<file path="config.mk">
export PLATFORM = sky130hd
export DESIGN_NAME = xform_stream_ctrl
export DESIGN_NICKNAME = d
export VERILOG_FILES = /design/src/rtl/xform_stream_ctrl.sv
export SDC_FILE = /design/constraint.sdc
export NUM_CORES = 1
export LEC_CHECK = 0
export BUFFER_PORTS_ARGS = -buffer_cell sky130_fd_sc_hd__buf_2
export CAP_MARGIN = 0
export CORE_MARGIN = 5
export CORE_UTILIZATION = 50
export CTS_BUF_LIST = sky130_fd_sc_hd__clkbuf_4 sky130_fd_sc_hd__clkbuf_8
export DETAILED_ROUTE_END_ITERATION = 16
export PLACE_DENSITY = 0.78
export SETUP_SLACK_MARGIN = 0.3
export SYNTH_ARGS = -nofsm -noshare
export SYNTH_HDL_FRONTEND = slang
export SYNTH_SLANG_ARGS = --single-unit
</file>
<file path="constraint.sdc">
create_clock -name s00_axis_aclk -period 8.82 [get_ports s00_axis_aclk]
set_input_delay 0.882 -clock s00_axis_aclk [delete_from_list [all_inputs] [get_ports s00_axis_aclk]]
set_output_delay 0.882 -clock s00_axis_aclk [all_outputs]
set_load 0.02 [all_outputs]
</file>
<file path="src/rtl/xform_stream_ctrl.sv">
// Stream sequencer for the 3x4 matrix-vector transform: splits each frame into
// coefficient rows and vectors, meters vectors against output FIFO credits.
module xform_stream_ctrl #(
    parameter int DATA_WIDTH = 16,
    parameter int LANES      = 4,
    parameter int ROWS       = 3,
    parameter int PIPE_LAT   = 3,
    parameter int FIFO_DEPTH = 8,
    localparam int DW = LANES * DATA_WIDTH,
    localparam int RW = (ROWS > 1) ? $clog2(ROWS) : 1,
    localparam int CW = $clog2(FIFO_DEPTH + 1)
) (
    input  logic          s00_axis_aclk,
    input  logic          s00_axis_areset,
    input  logic [DW-1:0] s00_axis_tdata,
    input  logic          s00_axis_tvalid,
    output logic          s00_axis_tready,
    input  logic          s00_axis_tlast,
    output logic          mat_we,
    output logic [RW-1:0] mat_row,
    output logic [DW-1:0] mat_wdata,
    output logic          vec_valid,
    output logic [DW-1:0] vec_data,
    output logic          vec_last,
    output logic          res_valid,
    output logic          res_last,
    input  logic          fifo_pop,
    output logic [CW-1:0] credit_occ,
    output logic [15:0]   frame_cnt,
    output logic          err_short
);

    typedef enum logic {LOAD, STREAM} state_t;

    state_t        state, state_nxt;
    logic [RW-1:0] row_cnt, row_nxt;
    logic          accept, ld_accept, st_accept, pop_ok;
    logic [PIPE_LAT-1:0] vpipe, lpipe;

    assign s00_axis_tready = (state == LOAD) ||
                             (credit_occ < CW'(FIFO_DEPTH));
    assign accept    = s00_axis_tvalid && s00_axis_tready;
    assign ld_accept = accept && (state == LOAD);
    assign st_accept = accept && (state == STREAM);
    assign pop_ok    = fifo_pop && (credit_occ != '0);

    always_ff @(posedge s00_axis_aclk or posedge s00_axis_areset) begin
        if (s00_axis_areset) begin
            state   <= LOAD;
            row_cnt <= '0;
        end else begin
            state   <= state_nxt;
            row_cnt <= row_nxt;
        end
    end

    always_comb begin
        state_nxt = state;
        row_nxt   = row_cnt;
        unique case (state)
            LOAD: begin
                if (accept) begin
                    if (s00_axis_tlast) begin
                        row_nxt = '0;
                    end else if (row_cnt == RW'(ROWS - 1)) begin
                        row_nxt   = '0;
                        state_nxt = STREAM;
                    end else begin
                        row_nxt = row_cnt + RW'(1);
                    end
                end
            end
            STREAM: begin
                if (accept && s00_axis_tlast)
                    state_nxt = LOAD;
            end
        endcase
    end

    always_ff @(posedge s00_axis_aclk or posedge s00_axis_areset) begin
        if (s00_axis_areset) begin
            mat_we    <= 1'b0;
            mat_row   <= '0;
            mat_wdata <= '0;
            vec_valid <= 1'b0;
            vec_data  <= '0;
            vec_last  <= 1'b0;
            err_short <= 1'b0;
            frame_cnt <= '0;
        end else begin
            mat_we    <= ld_accept;
            vec_valid <= st_accept;
            vec_last  <= st_accept && s00_axis_tlast;
            err_short <= ld_accept && s00_axis_tlast;
            if (ld_accept) begin
                mat_row   <= row_cnt;
                mat_wdata <= s00_axis_tdata;
            end
            if (st_accept)
                vec_data <= s00_axis_tdata;
            if (st_accept && s00_axis_tlast)
                frame_cnt <= frame_cnt + 16'd1;
        end
    end

    // Credits are taken at issue, so the FIFO always has room when a result lands.
    always_ff @(posedge s00_axis_aclk or posedge s00_axis_areset) begin
        if (s00_axis_areset) begin
            credit_occ <= '0;
        end else begin
            unique case ({st_accept, pop_ok})
                2'b10:   credit_occ <= credit_occ + CW'(1);
                2'b01:   credit_occ <= credit_occ - CW'(1);
                default: credit_occ <= credit_occ;
            endcase
        end
    end

    always_ff @(posedge s00_axis_aclk or posedge s00_axis_areset) begin
        if (s00_axis_areset) begin
            vpipe <= '0;
            lpipe <= '0;
        end else begin
            vpipe[0] <= vec_valid;
            lpipe[0] <= vec_last;
            for (int i = 1; i < PIPE_LAT; i++) begin
                vpipe[i] <= vpipe[i-1];
                lpipe[i] <= lpipe[i-1];
            end
        end
    end

    assign res_valid = vpipe[PIPE_LAT-1];
    assign res_last  = lpipe[PIPE_LAT-1];

endmodule

</file>
# After elaboration in Yosys (flattened, before gate mapping)
# Index checks and enable logic that the tools add are counted.
[word_totals]
out_inout_bits = 157
register_bits = 163
input_bits = 69
elab_cells = 41
[op_classes]
n_addsub = 4
mux = 8
n_lt_le_gt_ge = 1
reduce_logical = 11
eq_ne = 3
n_bitwise = 1
[op_table]
columns = ["operator", "n"]
rows = [
  ["$add A16 B1 Y16 const B", 1],
  ["$pmux W4 S2", 1],
  ["$logic_and A1 B1 Y1", 7],
  ["$add A4 B1 Y4 const B", 1],
  ["$eq A2 B2 Y1 const B", 2],
  ["$lt A4 B4 Y1 const B", 1],
  ["$mux W1", 4],
  ["$mux W2", 2],
  ["$reduce_bool A4 Y1", 1],
  ["$sub A4 B1 Y4 const B", 1],
  ["$add A2 B1 Y2 const B", 1],
  ["$eq A2 B1 Y1 const B", 1],
  ["$pmux W1 S2", 1],
  ["$reduce_and A2 Y1", 1],
  ["$reduce_bool A2 Y1", 1],
  ["$logic_or A1 B1 Y1", 1],
  ["$not A1 Y1", 1],
]

# Logic depth before layout (Yosys ltp)
# Gate-level depths: netlist of run 1.
[logic_depth]
word_depth = 6
mapped_depth = 9
ltp_nobuf = 8

# Least setup slack after synthesis of run 1
# OpenSTA, ideal clock, no wires.
[synth_timing]
path_kind = "in2reg"
startpoint = "in s00_axis_tvalid"
endpoint = "reg credit_occ[2]"
path_slack_ns = 6.384
cell_stages = 9
n_path_buf = 1
arrival_ns = 2.301
setup_ns = 0.135
required_time_ns = 8.685
cell_sequence = "nand3b_1 -> clkbuf_1 -> ha_1 -> xor2_1 -> ha_1 -> a21oi_1 -> xor2_1 -> nor2_1 -> xor2_1"
[synth_via]
elab_chain_cells = 4
elab_cells_between_ends = 6
cone_classes = "2 x eq/ne; 1 x mux; 3 x reduce/logical"
[synth_lines]
columns = ["element", "line_no", "source"]
rows = [
  ["start: declaration", "16", "input logic s00_axis_tvalid,"],
  ["$logic_and A1 B1 Y1 *", "42", "assign accept = s00_axis_tvalid && s00_axis_tready;"],
  ["$logic_and A1 B1 Y1 *", "44", "assign st_accept = accept && (state == STREAM);"],
  ["$eq A2 B1 Y1 or $eq A2 B2 Y1 (tied branches)", "111", "unique case ({st_accept, pop_ok})"],
  ["$pmux W4 S2 or $reduce_bool A2 Y1 (tied branches)", "n/a", ""],
  ["end signal: assignment", "112", "2'b10: credit_occ <= credit_occ + CW'(1);"],
  ["end signal: assignment", "113", "2'b01: credit_occ <= credit_occ - CW'(1);"],
  ["end signal: assignment", "114", "default: credit_occ <= credit_occ;"],
  ["end: declaration", "28", "output logic [CW-1:0] credit_occ,"],
]
# Mark *: on every way between the ends. The rest lies on a longest branch, timed or not.
# A chain may end at the register's enable or synchronous reset.

# Worst setup path after layout of run 1
[layout_timing]
startpoint = "in s00_axis_tvalid"
endpoint = "reg vec_data[23]"
[layout_via]
elab_chain_cells = 2
[layout_lines]
columns = ["element", "line_no", "source"]
rows = [
  ["$logic_and A1 B1 Y1", "42", ""],
  ["$logic_and A1 B1 Y1", "44", ""],
  ["end signal: assignment", "100", "vec_data <= s00_axis_tdata;"],
  ["end: declaration", "23", "output logic [DW-1:0] vec_data,"],
]
# Every way passes these cells.

==> results of run 1 <==
[worst reg2reg max path, stage by stage, from the launching register on]
cell	delay [ps]
dfrtp_1	450
nand3b_1	170
buf_4	550
inv_2	670
nand2_1	300
nand2_1	70
[logic make-up after synthesis]
family	synth area share, %
AO/OA/AOI/OAI	1.04
XOR/XNOR	2.81
adder cells (fa/ha/maj)	0.803
buffers and inverters	2.47
flip-flops	65.5
multiplexers	0.361
AND/OR/NAND/NOR	27.0
[cell usage in the layout, fill, tap and decap left out, types with 4 or more instances in the layout]
cell,n
nand3_1,5
xnor2_1,14
nand2_1,398
inv_1,5
clkinv_2,4
ha_1,4
xor2_1,6
clkbuf_8,20
nand4_1,4
dfrtp_1,163
buf_2,225
[Yosys cell counts]
library cell / n
buf_1: 4
a22o_1: 1
a21oi_1: 3
nor3_4: 1
dfrtp_1: 163
a211o_1: 1
nor4bb_1: 1
xnor2_1: 14
nor4_4: 1
nand2b_1: 2
and4_1: 2
o21ai_0: 3
nand3b_1: 2
clkbuf_1: 13
nand3_1: 5
nor2_1: 2
ha_1: 4
o41a_1: 1
inv_1: 7
mux2_2: 2
nand4_1: 4
nor3_1: 2
inv_2: 1
a31oi_1: 1
xor2_1: 6
nor3b_1: 1
buf_2: 12
nand4b_4: 1
nand2_1: 398
[metal layers]
layer | wire (um) | part of all wire (%)
met5 | 0 | 0
met4 | 407 | 2.6
met1 | 6370 | 41
met2 | 7120 | 46
met3 | 1540 | 10
[state kept, by name, summed over array words and instances (netlist names)]
| name | count |
|---|---|
| row_cnt | 2 |
| mat_wdata | 64 |
| lpipe | 3 |
| vec_last | 1 |
| err_short | 1 |
| mat_row | 2 |
| vec_data | 64 |
| frame_cnt | 16 |
| vpipe | 3 |
| credit_occ | 4 |
| mat_we | 1 |
| state | 1 |
| vec_valid | 1 |
[worst paths after layout]
check,slack [ps],cells after the start,to
max,6410,6,vec_data[23]
min,350,0,vpipe[1]
min in group asynchronous,590,2,frame_cnt[15]
min reg2reg,350,0,vpipe[1]
max reg2reg,6490,5,vec_data[23]
max in group asynchronous,6850,3,mat_wdata[48]
[report_power, final]
group	total, mW	switching, mW	internal, mW
Clock	0.487	0.248	0.239
Sequential	1.25	0.184	1.06
Combinational	1.25	0.858	0.397
Total	2.99	1.29	1.70
[cell type report]
cell class | instances | area, sq um
clock buffer | 21 | 283
clock inverter | 6 | 58.8
fill | 1045 | 4300
inverter | 8 | 35.0
multi-input combinational | 458 | 2000
sequential | 163 | 4080
tap | 168 | 210
timing repair buffer | 228 | 1150
==> metrics.cfg, run 1 <==
[grt]
grt_pass1_wl_um = 25200
gr-usage-met1_pct = 27.8
grt_util_met2_pct = 33.5
track_usage_pct = 21.8
grt_antenna_before_repair = 0
grt_max_degree = 95
grt_overflow = 0
grtUsageMet3_pct = 7.85
busiest_layer = met2
grt_pass1_vias = 4969

[synth]
syn_avg_cell_area_sq_um = 9.47
netlist_area_sq_um = 6230
synth_top_area_cell = dfrtp_1
yosysTopAreaCellShare_pct = 65.5
synth_warnings = 0
synth_cell_types = 29
synth-seq-cells = 163
syn_nets = 731
synth_area_leaders = dfrtp_1 (65%), nand2_1 (24%), xnor2_1 (2.0%)
netlist_instances = 658
yosysSeqAreaShare_pct = 65.5

[critical_path]
required_ps = 9150
critPathMaxStageDelay_ps = 610
setup.worst_path.start = s00_axis_tvalid
critPathArrivalTime_ps = 2740
path_cells = buf_2 > nand3b_1 > buf_4 > inv_2 > nand2_1 > nand2_1
timing.rr.start = credit_occ[3]
crit_fanout = 66
crit_slowest_cell = inv_2
cp_common_cell = nand2_1
cp-start-kind = input port
crit_family = buffers and inverters
cp-end-kind = flip-flop
crit_buf_inv = 3
criticalPathCategory = input port to flip-flop

[placed_design]
port_buffers = 225
placedInstanceArea_sq_um = 7470
post-place-ws_ps = 5970
hpwl_um = 10700
gp_congestion = 0.802
place_inst = 1025

[cells_and_area]
layout.nets = 949
num_antenna_cells = 0
post-route-util_pct = 64.5
area_delta_synth_final_pct = 25.4
finalInstanceArea_sq_um = 7820
final_cells = 1052
drive_gt1_share_pct = 29.9

[clock_network]
root_buffer = clkbuf_8
htreeDepth = 4
cts.path.max_buffers = 2
hold_buffers = 0
ctsResizeCount = 0
cts_sinks = 163
clkLatencyLatePin_ps = 440
cts_tree = done
numCtsBuffers = 17
postCtsSetupRepairBufs = 0
path_clk_slew_ps = 80

[sta]
clock.fmax_ghz = 0.415
tightest_slew_ps = 1180
fin_ws_ps = 6410
rsz0062_at_grt = no
relSlewSlack_pct = 21.1
skew_ps = 10.2
setup_viol = 0
hold_violations = 0
whs_ps = 352
drv_slew = 0
tns_ps = 0
period_needed_ps = 2410
period_share_pct = 27.3

[detailed_routing]
drt_wl_total_um = 15400
ant_nets = 0
routed-via-count = 5090
route.detailed.wl_per_inst_um = 14.7
firstDrtPassIters = 4
drc = 0
viasPerCell = 4.84
drtIter0Drc = 371

[die]
die_h_um = 122
die_area_sq_um = 14800
core_area_sq_um = 12100
io_pins = 226
fp-row-count = 40
die_w_um = 122
start_util_pct = 51.4

[pwr]
leakagePower_nw = 4.58
power.total_mw = 2.99
ir_drop_v = 0.000220
p_per_area_nw_per_um2 = 382

[min_path]
min_path_type = flip-flop to flip-flop
hp-start = vpipe[0]

[outcome]
status = completed

[flow_run]
drv_cap = 0

Note: power is estimated with default switching activity, not from simulation.
==> run 2: changes to the inputs <==
--- a/config.mk
+++ b/config.mk
@@ -5,13 +5,14 @@
 export SDC_FILE = /design/constraint.sdc
 export NUM_CORES = 1
 export LEC_CHECK = 0
+export ABC_AREA = 1
 export BUFFER_PORTS_ARGS = -buffer_cell sky130_fd_sc_hd__buf_2
 export CAP_MARGIN = 0
 export CORE_MARGIN = 5
 export CORE_UTILIZATION = 50
 export CTS_BUF_LIST = sky130_fd_sc_hd__clkbuf_4 sky130_fd_sc_hd__clkbuf_8
 export DETAILED_ROUTE_END_ITERATION = 16
-export PLACE_DENSITY = 0.78
+export PLACE_DENSITY = 0.77
 export SETUP_SLACK_MARGIN = 0.3
 export SYNTH_ARGS = -nofsm -noshare
 export SYNTH_HDL_FRONTEND = slang
==> constraint.sdc (replaced) <==
create_clock -name s00_axis_aclk -period 2.35 [get_ports s00_axis_aclk]
set_input_delay 0.235 -clock s00_axis_aclk [delete_from_list [all_inputs] [get_ports s00_axis_aclk]]
set_output_delay 0.235 -clock s00_axis_aclk [all_outputs]
set_load 0.02 [all_outputs]
==> metrics.cfg, run 2 <==
[synth]
yosysSeqAreaShare_pct = 63.3  ; was 65.5%
synth-seq-cells = 163  ; unchanged
async_reset_ff_share_pct = 100  ; unchanged
synthFlopType = dfrtp_1  ; unchanged
netlist_instances = 652  ; was 658
synth_common_cells = nand2_1 (170), dfrtp_1 (163), o21ai_0 (99)  ; was nand2_1 (398), dfrtp_1 (163), xnor2_1 (14)
yosysTopAreaCellShare_pct = 63.3  ; was 65.5%
synth_most_common_cell = nand2_1  ; unchanged
synth-edff-count = 0  ; unchanged
synth_area_leaders = dfrtp_1 (63%), nand2_1 (9.9%), o21ai_0 (7.7%)  ; was dfrtp_1 (65%), nand2_1 (24%), xnor2_1 (2.0%)
syn_avg_cell_area_sq_um = 9.88  ; was 9.47 sq um
synth_top_area_cell = dfrtp_1  ; unchanged
synth_cell_types = 26  ; was 29
synth_warnings = 0  ; unchanged
netlist_area_sq_um = 6440  ; was 6230 sq um
syn_nets = 725  ; was 731

[pwr]
power_frac_comb_pct = 40.6  ; was 42.0%
ir_drop_v = 0.000723  ; was 0.000220 V
p_sw_share_pct = 41.8  ; was 43.2%
seqPwrFrac_pct = 40.5  ; was 41.7%
intPower_mw = 6.79  ; was 1.70 mW
power.total_mw = 11.7  ; was 2.99 mW
switchingPower_mw = 4.88  ; was 1.29 mW
leakagePower_nw = 4.52  ; was 4.58 nW
p_per_area_nw_per_um2 = 1430  ; was 382 nW/um^2
power_frac_clock_pct = 18.8  ; was 16.3%

[critical_path]
timing.rr.start = credit_occ[0]  ; was credit_occ[3]
critPathArrivalTime_ps = 2170  ; was 2740 ps
r2r_cells = 9  ; was 5
r2r_slack_ps = 480  ; was 6490 ps
r2r-end = credit_occ[2]  ; was vec_data[23]
crit_fanout = 5  ; was 66
cp-start-kind = flip-flop  ; was input port
cp-end-kind = flip-flop  ; unchanged
required_ps = 2660  ; was 9150 ps
criticalPathCategory = flip-flop to flip-flop  ; was input port to flip-flop

[grt]
grt_util_met2_pct = 30.6  ; was 33.5%
grt_pass1_vias = 4816  ; was 4969
grt_overflow = 0  ; unchanged
grtUsageMet3_pct = 7.27  ; was 7.85%
gr-usage-met1_pct = 25.6  ; was 27.8%
track_usage_pct = 19.8  ; was 21.8%
grt_antenna_before_repair = 2  ; was 0
grt_pass1_wl_um = 23400  ; was 25200 um
grt_max_degree = 96  ; was 95
busiest_layer = met2  ; unchanged

[sta]
period_share_pct = 79.5
rsz0062_at_grt = no  ; unchanged
clock.fmax_ghz = 0.535
tightest_slew_ps = 809  ; was 1180 ps
hold_violations = 0  ; unchanged
period_needed_ps = 1870
drv_slew = 0  ; unchanged
tns_ps = 0  ; unchanged
relSlewSlack_pct = 46.1  ; was 21.1%
setup_viol = 0  ; unchanged
skew_ps = 9.60  ; was 10.2 ps

[clock_network]
postCtsSetupRepairBufs = 0  ; unchanged
numCtsBuffers = 17  ; unchanged
cts.path.max_buffers = 2  ; unchanged
htreeDepth = 4  ; unchanged
root_buffer = clkbuf_8  ; unchanged
clkLatencyLatePin_ps = 430  ; was 440 ps
path_clk_slew_ps = 80  ; about the same
cts_sinks = 163  ; unchanged
cts_tree = done  ; unchanged

[cells_and_area]
reg_top3 = mat_wdata x64, vec_data x64, frame_cnt x16  ; unchanged
layout.nets = 949  ; unchanged
final_cells = 1060  ; was 1052
layout_commonest_cell = buf_2  ; was nand2_1
final_cell_mix = buf_2 (225), nand2_1 (170), dfrtp_1 (162), o21ai_0 (99), inv_1 (90)  ; was nand2_1 (398), buf_2 (225), dfrtp_1 (163), clkbuf_8 (20), xnor2_1 (14)
finalInstanceArea_sq_um = 8150  ; was 7820 sq um
fill_cells = 1081  ; was 1045
num_antenna_cells = 0  ; unchanged
area_delta_synth_final_pct = 26.5  ; was 25.4%
drive_gt1_share_pct = 33.9  ; was 29.9%

[min_path]
hp-start = s00_axis_tdata[13]  ; was vpipe[0]
hold_path_end = mat_wdata[13]  ; was vpipe[1]
min_path_type = input port to flip-flop  ; was flip-flop to flip-flop
hold_depth = 3  ; was 0

[placed_design]
gp_congestion = 0.793  ; was 0.802
port_buffers = 225  ; unchanged
place_inst = 1028  ; was 1025
hpwl_um = 10800  ; was 10700 um
placedInstanceArea_sq_um = 7690  ; was 7470 sq um

[die]
die_area_sq_um = 15300  ; was 14800 sq um
start_util_pct = 51.1  ; was 51.4%
io_pins = 226  ; unchanged
die_w_um = 124  ; was 122 um
fp-row-count = 41  ; was 40
core_area_sq_um = 12600  ; was 12100 sq um
die_h_um = 124  ; was 122 um

[detailed_routing]
drtIter0Drc = 332  ; was 371
ant_nets = 0  ; unchanged
drc = 0  ; unchanged
viasPerCell = 4.73  ; was 4.84
firstDrtPassIters = 4  ; unchanged
route.detailed.wl_per_inst_um = 13.9  ; was 14.7 um
drt_wl_total_um = 14800  ; was 15400 um
routed-via-count = 5015  ; was 5090

[outcome]
status = completed  ; unchanged

[flow_run]
drv_cap = 0  ; unchanged

==> run 2: changes by cell type after synthesis, sizes merged, moves of 4 or more <==
cell / delta
nand3: +8
nand2: -226
clkbuf: -4
inv: +84
buf: +4
nor2: +16
xnor2: -6
o21ai: +133
==> run 2: through the flow <==
step                      worst slack, ps  util (%)  hold slack, ps
final                                 481      64.6            48.6
after global routing                  333      64.6            14.9
after CTS                             390      64.5            15.3
after detailed placement              430      61.0             335
after global placement                545      61.0             332
after floorplan                      44.2         -             331
==> run 2: what timing repair did <==
action	CTS	global route
setup endpoints to repair	0	1
hold endpoints to repair	163	0
resized for setup	0	4
hold buffers	1	0
==> run 2: metal layers <==
metal	share of wire [%]	wire, um
met5	0.14	21
met4	1.7	253
met3	9.4	1390
met2	46	6780
met1	43	6340
==> run 2: area by class of cell <==
cell class	instances	area (sq um)	area share (%)
Inverter	92	352	4.31
Timing Repair Buffer	234	1230	15.1
Tap cell	172	215	2.64
Clock inverter	9	154	1.89
Clock buffer	22	284	3.48
Sequential cell	163	4080	50.1
Multi-Input combinational cell	368	1830	22.5
==> run 2: logic make-up after synthesis <==
| kind of cell | share of synthesized area (%) |
|---|---|
| AO/OA/AOI/OAI | 12.5 |
| XOR/XNOR | 1.90 |
| buffers and inverters | 8.52 |
| AND/OR/NAND/NOR | 13.0 |
| flip-flops | 63.3 |
| adder cells (fa/ha/maj) | 0.777 |
==> run 2: power by group through the flow <==
stage,sequential (mW),clock (mW),combinational [mW]
3_3_place_gp,4.72,0,4.69
4_1_cts,4.72,2.26,4.81
5_1_grt,4.87,2.36,5.23
3_5_place_dp,4.75,0,4.79
6_report,4.73,2.20,4.74
2_1_floorplan,6.11,0,1.72
==> run 2: worst max-delay path, cell delays in order (launching register included) <==
cell and delay [ps]:
dfrtp_1 450, nor3_2 200, a21boi_1 100, ha_2 210, nor2_1 100, nor2_1 70
ha_1 180, a21oi_1 170, xor2_1 160, o21ai_0 100
==> run 2: how the worst max path moves through the flow <==
stage               startpoint       endpoint  depth (start not counted)
2_1_floorplan  s00_axis_areset  credit_occ[0]                          1
3_3_place_gp     credit_occ[3]  credit_occ[2]                         10
3_5_place_dp     credit_occ[0]  credit_occ[2]                          9
4_1_cts          credit_occ[0]  credit_occ[2]                          9
5_1_grt          credit_occ[0]  credit_occ[2]                          9
6_report         credit_occ[0]  credit_occ[2]                          9
